## src/rtl/data_mem_arbiter_if.sv

```systemverilog
// Bus bundle for data_mem_arbiter: MEM-stage port, debug dump port and memory port.
// slave is the arbiter's view; master is the surrounding pipeline/debug/memory view.
interface data_mem_arbiter_if #(
    parameter int unsigned len_data = 32,
    parameter int unsigned len_addr = 6
);
    logic                halt_flag;
    logic                pipe_rd;
    logic                pipe_wr;
    logic [len_addr-1:0] pipe_addr;
    logic [len_data-1:0] pipe_wdata;
    logic [len_data-1:0] pipe_rdata;
    logic                pipe_stall;
    logic                dump_req;
    logic [len_data-1:0] dbg_data;
    logic                dbg_valid;
    logic                dbg_ready;
    logic                dump_busy;
    logic                dump_done;
    logic                mem_rd;
    logic                mem_wr;
    logic [len_addr-1:0] mem_addr;
    logic [len_data-1:0] mem_wdata;
    logic [len_data-1:0] mem_rdata;

    modport slave (
        input  halt_flag, pipe_rd, pipe_wr, pipe_addr, pipe_wdata, dump_req, dbg_ready,
               mem_rdata,
        output pipe_rdata, pipe_stall, dbg_data, dbg_valid, dump_busy, dump_done,
               mem_rd, mem_wr, mem_addr, mem_wdata
    );

    modport master (
        output halt_flag, pipe_rd, pipe_wr, pipe_addr, pipe_wdata, dump_req, dbg_ready,
               mem_rdata,
        input  pipe_rdata, pipe_stall, dbg_data, dbg_valid, dump_busy, dump_done,
               mem_rd, mem_wr, mem_addr, mem_wdata
    );
endinterface

```

## src/rtl/data_mem_arbiter.sv

```systemverilog
// Data memory arbiter: MEM-stage passthrough, or a word-by-word memory dump to the debug unit.
// Optional DUMP_CHECKSUM_EN appends an XOR checksum word after the last dumped word.
module data_mem_arbiter #(
    parameter int unsigned len_data  = 32,
    parameter int unsigned len_addr  = 6,
    parameter int unsigned mem_depth = 64
) (
    input logic                clk,
    input logic                reset,
    data_mem_arbiter_if.slave  bus
);
    typedef enum logic [2:0] {
        StPipe,
        StRd,
        StLatch,
        StSend,
        StFin
`ifdef DUMP_CHECKSUM_EN
        , StCsum
`endif
    } state_e;

    localparam logic [len_addr-1:0] LastAddr = len_addr'(mem_depth - 1);

    state_e              state_q, state_d;
    logic [len_addr-1:0] addr_cnt_q, addr_cnt_d;
    logic [len_data-1:0] dbg_data_q, dbg_data_d;
`ifdef DUMP_CHECKSUM_EN
    logic [len_data-1:0] csum_q, csum_d;
`endif

    always_ff @(posedge clk) begin
        if (reset) begin
            state_q    <= StPipe;
            addr_cnt_q <= '0;
            dbg_data_q <= '0;
`ifdef DUMP_CHECKSUM_EN
            csum_q     <= '0;
`endif
        end else begin
            state_q    <= state_d;
            addr_cnt_q <= addr_cnt_d;
            dbg_data_q <= dbg_data_d;
`ifdef DUMP_CHECKSUM_EN
            csum_q     <= csum_d;
`endif
        end
    end

    always_comb begin
        state_d        = state_q;
        addr_cnt_d     = addr_cnt_q;
        dbg_data_d     = dbg_data_q;
`ifdef DUMP_CHECKSUM_EN
        csum_d         = csum_q;
`endif
        // Dump owns the memory unless we are in StPipe.
        bus.mem_rd     = 1'b0;
        bus.mem_wr     = 1'b0;
        bus.mem_addr   = addr_cnt_q;
        bus.mem_wdata  = '0;
        bus.pipe_rdata = '0;
        bus.pipe_stall = 1'b1;
        bus.dump_busy  = 1'b1;
        bus.dbg_valid  = 1'b0;
        bus.dump_done  = 1'b0;
        bus.dbg_data   = dbg_data_q;

        case (state_q)
            StPipe: begin
                bus.mem_rd     = bus.pipe_rd;
                bus.mem_wr     = bus.pipe_wr;
                bus.mem_addr   = bus.pipe_addr;
                bus.mem_wdata  = bus.pipe_wdata;
                bus.pipe_rdata = bus.mem_rdata;
                bus.pipe_stall = 1'b0;
                bus.dump_busy  = 1'b0;
                if (bus.dump_req && bus.halt_flag) begin
                    state_d = StRd;
                end
            end
            StRd: begin
                bus.mem_rd = 1'b1;
`ifdef DUMP_CHECKSUM_EN
                if (addr_cnt_q == '0) begin
                    csum_d = '0;
                end
`endif
                state_d = StLatch;
            end
            StLatch: begin
                dbg_data_d = bus.mem_rdata;
`ifdef DUMP_CHECKSUM_EN
                csum_d     = csum_q ^ bus.mem_rdata;
`endif
                state_d    = StSend;
            end
            StSend: begin
                bus.dbg_valid = 1'b1;
                if (bus.dbg_ready) begin
                    if (addr_cnt_q == LastAddr) begin
`ifdef DUMP_CHECKSUM_EN
                        dbg_data_d = csum_q;
                        state_d    = StCsum;
`else
                        state_d    = StFin;
`endif
                    end else begin
                        addr_cnt_d = addr_cnt_q + len_addr'(1);
                        state_d    = StRd;
                    end
                end
            end
`ifdef DUMP_CHECKSUM_EN
            StCsum: begin
                bus.dbg_valid = 1'b1;
                if (bus.dbg_ready) begin
                    state_d = StFin;
                end
            end
`endif
            StFin: begin
                bus.dump_done = 1'b1;
                addr_cnt_d    = '0;
                state_d       = StPipe;
            end
            default: state_d = StPipe;
        endcase
    end
endmodule

```

## src/flat_wrapper.sv

```systemverilog
// flat-port wrapper written by rule: the top's interface ports become plain ports
module data_mem_arbiter_flat 
#(
    parameter int unsigned len_data  = 32,
    parameter int unsigned len_addr  = 6,
    parameter int unsigned mem_depth = 64
)
  (clk, reset, bus_halt_flag, bus_pipe_rd, bus_pipe_wr, bus_pipe_addr, bus_pipe_wdata, bus_dump_req, bus_dbg_ready, bus_mem_rdata, bus_pipe_rdata, bus_pipe_stall, bus_dbg_data, bus_dbg_valid, bus_dump_busy, bus_dump_done, bus_mem_rd, bus_mem_wr, bus_mem_addr, bus_mem_wdata);
  data_mem_arbiter_if #(.len_data(len_data), .len_addr(len_addr)) bus_i ();
  input logic clk;
  input logic reset;
  input wire logic [$bits(bus_i.halt_flag)-1:0] bus_halt_flag;
  input wire logic [$bits(bus_i.pipe_rd)-1:0] bus_pipe_rd;
  input wire logic [$bits(bus_i.pipe_wr)-1:0] bus_pipe_wr;
  input wire logic [$bits(bus_i.pipe_addr)-1:0] bus_pipe_addr;
  input wire logic [$bits(bus_i.pipe_wdata)-1:0] bus_pipe_wdata;
  input wire logic [$bits(bus_i.dump_req)-1:0] bus_dump_req;
  input wire logic [$bits(bus_i.dbg_ready)-1:0] bus_dbg_ready;
  input wire logic [$bits(bus_i.mem_rdata)-1:0] bus_mem_rdata;
  output wire logic [$bits(bus_i.pipe_rdata)-1:0] bus_pipe_rdata;
  output wire logic [$bits(bus_i.pipe_stall)-1:0] bus_pipe_stall;
  output wire logic [$bits(bus_i.dbg_data)-1:0] bus_dbg_data;
  output wire logic [$bits(bus_i.dbg_valid)-1:0] bus_dbg_valid;
  output wire logic [$bits(bus_i.dump_busy)-1:0] bus_dump_busy;
  output wire logic [$bits(bus_i.dump_done)-1:0] bus_dump_done;
  output wire logic [$bits(bus_i.mem_rd)-1:0] bus_mem_rd;
  output wire logic [$bits(bus_i.mem_wr)-1:0] bus_mem_wr;
  output wire logic [$bits(bus_i.mem_addr)-1:0] bus_mem_addr;
  output wire logic [$bits(bus_i.mem_wdata)-1:0] bus_mem_wdata;
  assign bus_i.halt_flag = bus_halt_flag;
  assign bus_i.pipe_rd = bus_pipe_rd;
  assign bus_i.pipe_wr = bus_pipe_wr;
  assign bus_i.pipe_addr = bus_pipe_addr;
  assign bus_i.pipe_wdata = bus_pipe_wdata;
  assign bus_i.dump_req = bus_dump_req;
  assign bus_i.dbg_ready = bus_dbg_ready;
  assign bus_i.mem_rdata = bus_mem_rdata;
  assign bus_pipe_rdata = bus_i.pipe_rdata;
  assign bus_pipe_stall = bus_i.pipe_stall;
  assign bus_dbg_data = bus_i.dbg_data;
  assign bus_dbg_valid = bus_i.dbg_valid;
  assign bus_dump_busy = bus_i.dump_busy;
  assign bus_dump_done = bus_i.dump_done;
  assign bus_mem_rd = bus_i.mem_rd;
  assign bus_mem_wr = bus_i.mem_wr;
  assign bus_mem_addr = bus_i.mem_addr;
  assign bus_mem_wdata = bus_i.mem_wdata;
  data_mem_arbiter #(.len_data(len_data), .len_addr(len_addr), .mem_depth(mem_depth)) u_core (.clk(clk), .reset(reset), .bus(bus_i));
endmodule
```

## config.mk

```make
export PLATFORM = sky130hd
export DESIGN_NAME = data_mem_arbiter_flat
export DESIGN_NICKNAME = d
export VERILOG_FILES = /design/src/rtl/data_mem_arbiter_if.sv /design/src/rtl/data_mem_arbiter.sv /design/src/flat_wrapper.sv
export SDC_FILE = /design/constraint.sdc
export NUM_CORES = 1
export LEC_CHECK = 0
export CORE_ASPECT_RATIO = 1.4
export CORE_MARGIN = 10
export CORE_UTILIZATION = 25
export CTS_CLUSTER_DIAMETER = 120
export DETAILED_ROUTE_END_ITERATION = 12
export PLACE_DENSITY = 0.66
export RECOVER_POWER = 50
export SETUP_SLACK_MARGIN = 0.15
export SLEW_MARGIN = 5
export SYNTH_ARGS = -nofsm -noshare
export SYNTH_HDL_FRONTEND = slang
export SYNTH_SLANG_ARGS = --single-unit
```

## constraint.sdc

```tcl
create_clock -name clk -period 2.39 [get_ports clk]
set_input_delay 0.239 -clock clk [delete_from_list [all_inputs] [get_ports clk]]
set_output_delay 0.239 -clock clk [all_outputs]
set_load 0.005 [all_outputs]
```

======== Word-level counts from Yosys, hierarchy flattened ========
Index checks and enable logic that the tools add are counted.
storage, ports and cells
  bits in registers ....................... 41
  output and inout port bits .............. 108
  input port bits ......................... 77
cells by class
  mux-type cells .......................... 15
  add/sub/neg operators ................... 1
  equal/unequal tests ..................... 8
  reduce and logical (&&, ||, !) cells .... 5
operator list
  operator             number
  $mux 32              2
  $mux 6               3
  $pmux 3 s4           1
  $pmux 6 s2           1
  $mux 3               3
  $add 6x1->6 const B  1
  $eq 3x2->1 const B   2
  $eq 6x6->1 const B   1
  $mux 1               4
  $ne 2x2->1 const B   2
  $eq 3x1->1 const B   1
  $eq 3x3->1 const B   1
  $logic_not 3->1      1
  $reduce_and 3->1     1
  $ne 2x1->1 const B   1
  $pmux 1 s2           1
  $reduce_and 2->1     1
  $reduce_bool 2->1    1
  $logic_and 1x1->1    1

======== Logic depth before layout (Yosys ltp) ========
  depth in word-level cells ............... 4
  gate-level depth with buffers ........... 6
  depth with buffers taken out ............ 5

======== Least setup slack after synthesis ========
No wires, ideal clock.
  path kind ............................... flip-flop to flip-flop
  start point ............................. register u_core.addr_cnt_q[0]
  end point ............................... register u_core.state_q[0]
  path slack .............................. 1046 ps
  data required time ...................... 2275 ps
  cell stages (with the launch flop) ...... 6
  setup time .............................. 115 ps
  period minus slack after synthesis ...... 1344 ps
  data arrival time ....................... 1229 ps
  cell sequence ........................... dfxtp_1 > ha_1 > and3_1 > nand3_1 > o21ai_0 > a2111oi_0
between the ends
  word-level cells in the longest chain between the ends .. 4
RTL lines
  what                    RTL line                 source
  from (decl)             data_mem_arbiter.sv:26   logic [len_addr-1:0] addr_cnt_q, addr_cnt_d;
  from (signal assigned)  data_mem_arbiter.sv:42   addr_cnt_q <= addr_cnt_d;
  $eq 6x6->1              data_mem_arbiter.sv:101  if (addr_cnt_q == LastAddr) begin
  $mux 3                  data_mem_arbiter.sv:101
  $mux 3                  data_mem_arbiter.sv:100  if (bus.dbg_ready) begin
  $pmux 3 s4              data_mem_arbiter.sv:69   case (state_q)
  to (signal assigned)    data_mem_arbiter.sv:34   state_q <= StPipe;
  to (signal assigned)    data_mem_arbiter.sv:41   state_q <= state_d;
  to (decl)               data_mem_arbiter.sv:25   state_e state_q, state_d;
No other way between the ends. The select of a mux whose other input is x is not followed.
A chain may end at the register's enable or synchronous reset.

======== Worst setup path after layout ========
  start point ............................. register u_core.state_q[1]
  end point ............................... output port bus_mem_wdata[2]
between the ends
  word-level cells in the longest chain between the ends .. 2
RTL lines
  what             RTL line                source
  $logic_not 3->1  data_mem_arbiter.sv:69
  $mux 32          data_mem_arbiter.sv:69
  to (decl)        flat_wrapper.sv:29      output wire logic [$bits(bus_i.mem_wdata)-1:0] bus_mem_wdata;
No other way between the ends.

==> qor.csv <==
stage,metric,value,unit
status,status,"finished, final reports clean",
yosys,"Top FF cell, synth",dfxtp_1,
global_routing,GRT Overall Usage,0.133,
die,die height,130,µm
die,Top-Level Pins,185,
hold_path,worst hold path type,reg -> reg,
global_routing,gr busiest metal,met2,
timing,Max Fclk,0.466,GHz
clock_tree,"Reg clk slew, reported paths",0.06,ns
die,starting density of the core,0.259,
finish,Final nets,541,
yosys,Unique masters post-synth,34,
yosys,Post-Synth Adder-Cell Area,0.00583,
yosys,"area leader, netlist",dfxtp_1,
yosys,syn nets,366,
clock_tree,setup bufs post-CTS,0,
route,# DRC,0,
critical_path,worst-case reg-to-reg path depth,4,
timing,Worst Skew,0.00266,ns
power_and_ir_drop,worst vdd ir,379,µV
global_routing,first-pass GRT wire length,13900,µm
clock_tree,CTS Buffer Depth,2,
timing,Tmin final,2.15,ns
yosys,most frequent cell after synthesis,nand2_1,
critical_path,CP Max Fanout,34,
global_routing,met3 Resource Use GR,0.0803,
timing,Final Cycle Share,0.899,
global_routing,"Remaining Overflow, GRT",0,
critical_path,Critical Path AT,1.91,ns
die,DIE WIDTH,98.3,µm
yosys,asr flop ratio synth,0,
timing,hold slack,0.448,ns
yosys,post-synthesis compound-gate area fraction,0.113,
route,"antenna viol nets, final",0,
clock_tree,H-tree Lvls,2,
yosys,post-synth top area share,0.382,
critical_path,kind of end point of the critical path,primary output,
power_and_ir_drop,Leak,1.69,nW
power_and_ir_drop,Final Power,2.55,mW
global_routing,grt met2 use,0.235,
route,Via Count,2505,
yosys,post-synthesis simple-gate area fraction,0.414,
finish,ANT cells,0,
placement,placed instance area,4040,µm²
critical_path,Worst Path Required,2.15,ns
critical_path,Reg2Reg Setup Slack,0.64,ns
route,TritonRoute pass-1 iters,4,
placement,HPWL Detailed,7430,µm
placement,Placer Congestion,0.830,
timing,final setup fails,0,
yosys,"Avg Cell Area, Syn",7.46,µm²
clock_tree,CTS Buf Count,5,
run,max-cap violations,0,
critical_path,Worst path max stage delay,0.52,ns
yosys,Area contributors post-synth,"dfxtp_1 (38%), and2_1 (19%), nand2_1 (15%)",
global_routing,largest net degree at the start of global routing,40,
timing,Least-Margin Pin Slew,0.841,ns
critical_path,Critical Path Slowest Stage Cell,clkdlybuf4s50_1,
yosys,main combinational cell family by area after synthesis,simple AND/OR/NAND/NOR gates,
hold_path,hold depth,2,
timing,max_slew headroom,0.439,
clock_tree,CTS tree,done,
critical_path,Reg-to-Reg Start,u_core.state_q[1],
critical_path,FF-to-FF End,u_core.bus.dbg_data[5],
critical_path,Critical Path Start Type,register,
timing,RSZ-0062 raised after global routing,no,
yosys,sequential fraction of the synthesis area,0.382,
clock_tree,clk_lat worst skew,0.28,ns
critical_path,Worst Setup EP,bus_mem_wdata[2],
yosys,most frequent cells after synthesis,"nand2_1 (85), and2_1 (66), dfxtp_1 (41)",
power_and_ir_drop,power density cells,601,nW/µm²
die,Die ar.,12700,µm²
die,Core Rows,39,
timing,hold violation total from the final report,0,
clock_tree,CTS Sinks,41,
yosys,Synth Area in XOR/XNOR,0.00816,
yosys,Post-Syn Instances,288,
yosys,post-synthesis mux area share,0.00699,
yosys,#FFs+latches synth,41,
global_routing,antenna violations before repair,1,
global_routing,vias in the first global route,2618,
finish,Area Growth Syn to Fin,97.3,%
yosys,yosys warns,0,
critical_path,critical path class,reg -> out,
route,drt wl/cell,15.9,µm
critical_path,crit path from,u_core.state_q[1],
route,via/cell ratio,4.43,
route,initial DRC count,54,
critical_path,crit-path cells,nor3_4 > buf_8 > and2_1 > clkdlybuf4s50_1,
placement,Placed Instances,558,
clock_tree,CTS root buffer,clkbuf_16,
global_routing,GR Util met1,0.130,
yosys,number of synthesized flops with an enable pin,0,
timing,fin. max-slew vios,0,
finish,share of cells above drive strength 1,0.0431,
yosys,Post-Syn Area,2150,µm²
finish,fillers,843,
placement,PortBufs,184,
die,core region area,8300,µm²
finish,Final Non-Filler Cells,566,
timing,setup TNS,0,ns
route,DRT Wirelength,8990,µm
finish,final instance area,4240,µm²
## sequential cells by signal, indices dropped and copies added (netlist names)
name	count
u_core.state_q	3
u_core.addr_cnt_q	6
u_core.bus.dbg_data	32
## placed cells by master (no fill, tap or decap), types with 2 or more instances in the layout
| cell type | count |
|---|---|
| inv_1 | 3 |
| buf_4 | 2 |
| clkbuf_16 | 5 |
| and3_1 | 2 |
| nand3_1 | 3 |
| clkdlybuf4s50_1 | 150 |
| and4b_1 | 2 |
| dfxtp_2 | 2 |
| and2_1 | 66 |
| bufinv_16 | 2 |
| nand2_1 | 85 |
| clkbuf_1 | 2 |
| a21oi_1 | 34 |
| xor2_1 | 2 |
| dlygate4sd3_1 | 34 |
| nor3_1 | 2 |
| o21ai_0 | 3 |
| dfxtp_1 | 39 |
| nor2_1 | 4 |
| o211ai_1 | 2 |
## per-layer routing
| layer | wire [µm] | part of all wire |
|---|---|---|
| met1 | 3120 | 0.35 |
| met2 | 4570 | 0.51 |
| met3 | 1180 | 0.13 |
| met4 | 110 | 0.012 |
| met5 | 8 | 0.00089 |
## critical path, delay by kind of cell (launching register included)
family                 cells  cell delay, ns
buffers and inverters      2            0.74
DFF                        1            0.42
and+or+nand+nor            2            0.46
## cell families after synthesis
family          Yosys count
xor+xnor                  2
simple gates            173
flops                    41
mux                       1
buf+inv                  26
compound gates           44
fa+ha+maj                 1
## final cells by class
class	count	area, µm²	share of cell area
Clock buffer	5	125	0.0295
Clock inverter	3	65.1	0.0154
Inverter	3	11.3	0.00266
Multi-Input combinational cell	221	1180	0.278
Sequential cell	41	823	0.194
Tap cell	102	128	0.0301
Timing Repair Buffer	191	1900	0.450
## metrics by stage
stage               setup slack, ns   util
floorplan                      1.05      -
finish                        0.242  0.511
CTS                           0.146  0.510
global placement              0.487  0.487
global route                  0.127  0.511
detailed placement            0.455  0.487
## worst min-delay path by stage
stage / startpoint / endpoint
after CTS: u_core.bus.dbg_data[13] / u_core.bus.dbg_data[13]
after global routing: u_core.bus.dbg_data[13] / u_core.bus.dbg_data[13]
after detailed placement: u_core.bus.dbg_data[13] / u_core.bus.dbg_data[13]
after global placement: u_core.bus.dbg_data[23] / u_core.bus.dbg_data[23]
after floorplan: reset / u_core.state_q[0]
final: u_core.bus.dbg_data[23] / u_core.bus.dbg_data[23]
## where the power goes
| group | total [mW] | internal, mW | switching (mW) |
|---|---|---|---|
| logic | 0.929 | 0.588 | 0.341 |
| registers | 0.759 | 0.728 | 0.0312 |
| clock network | 0.858 | 0.596 | 0.262 |
## repair_timing
action,CTS,global route
endpoints found under the setup margin,1,72
hold endpoints to repair,0,0
pin swaps,0,1
hold buffers,0,0
gates resized for setup,0,8
Note: power is estimated with default switching activity, not from simulation.
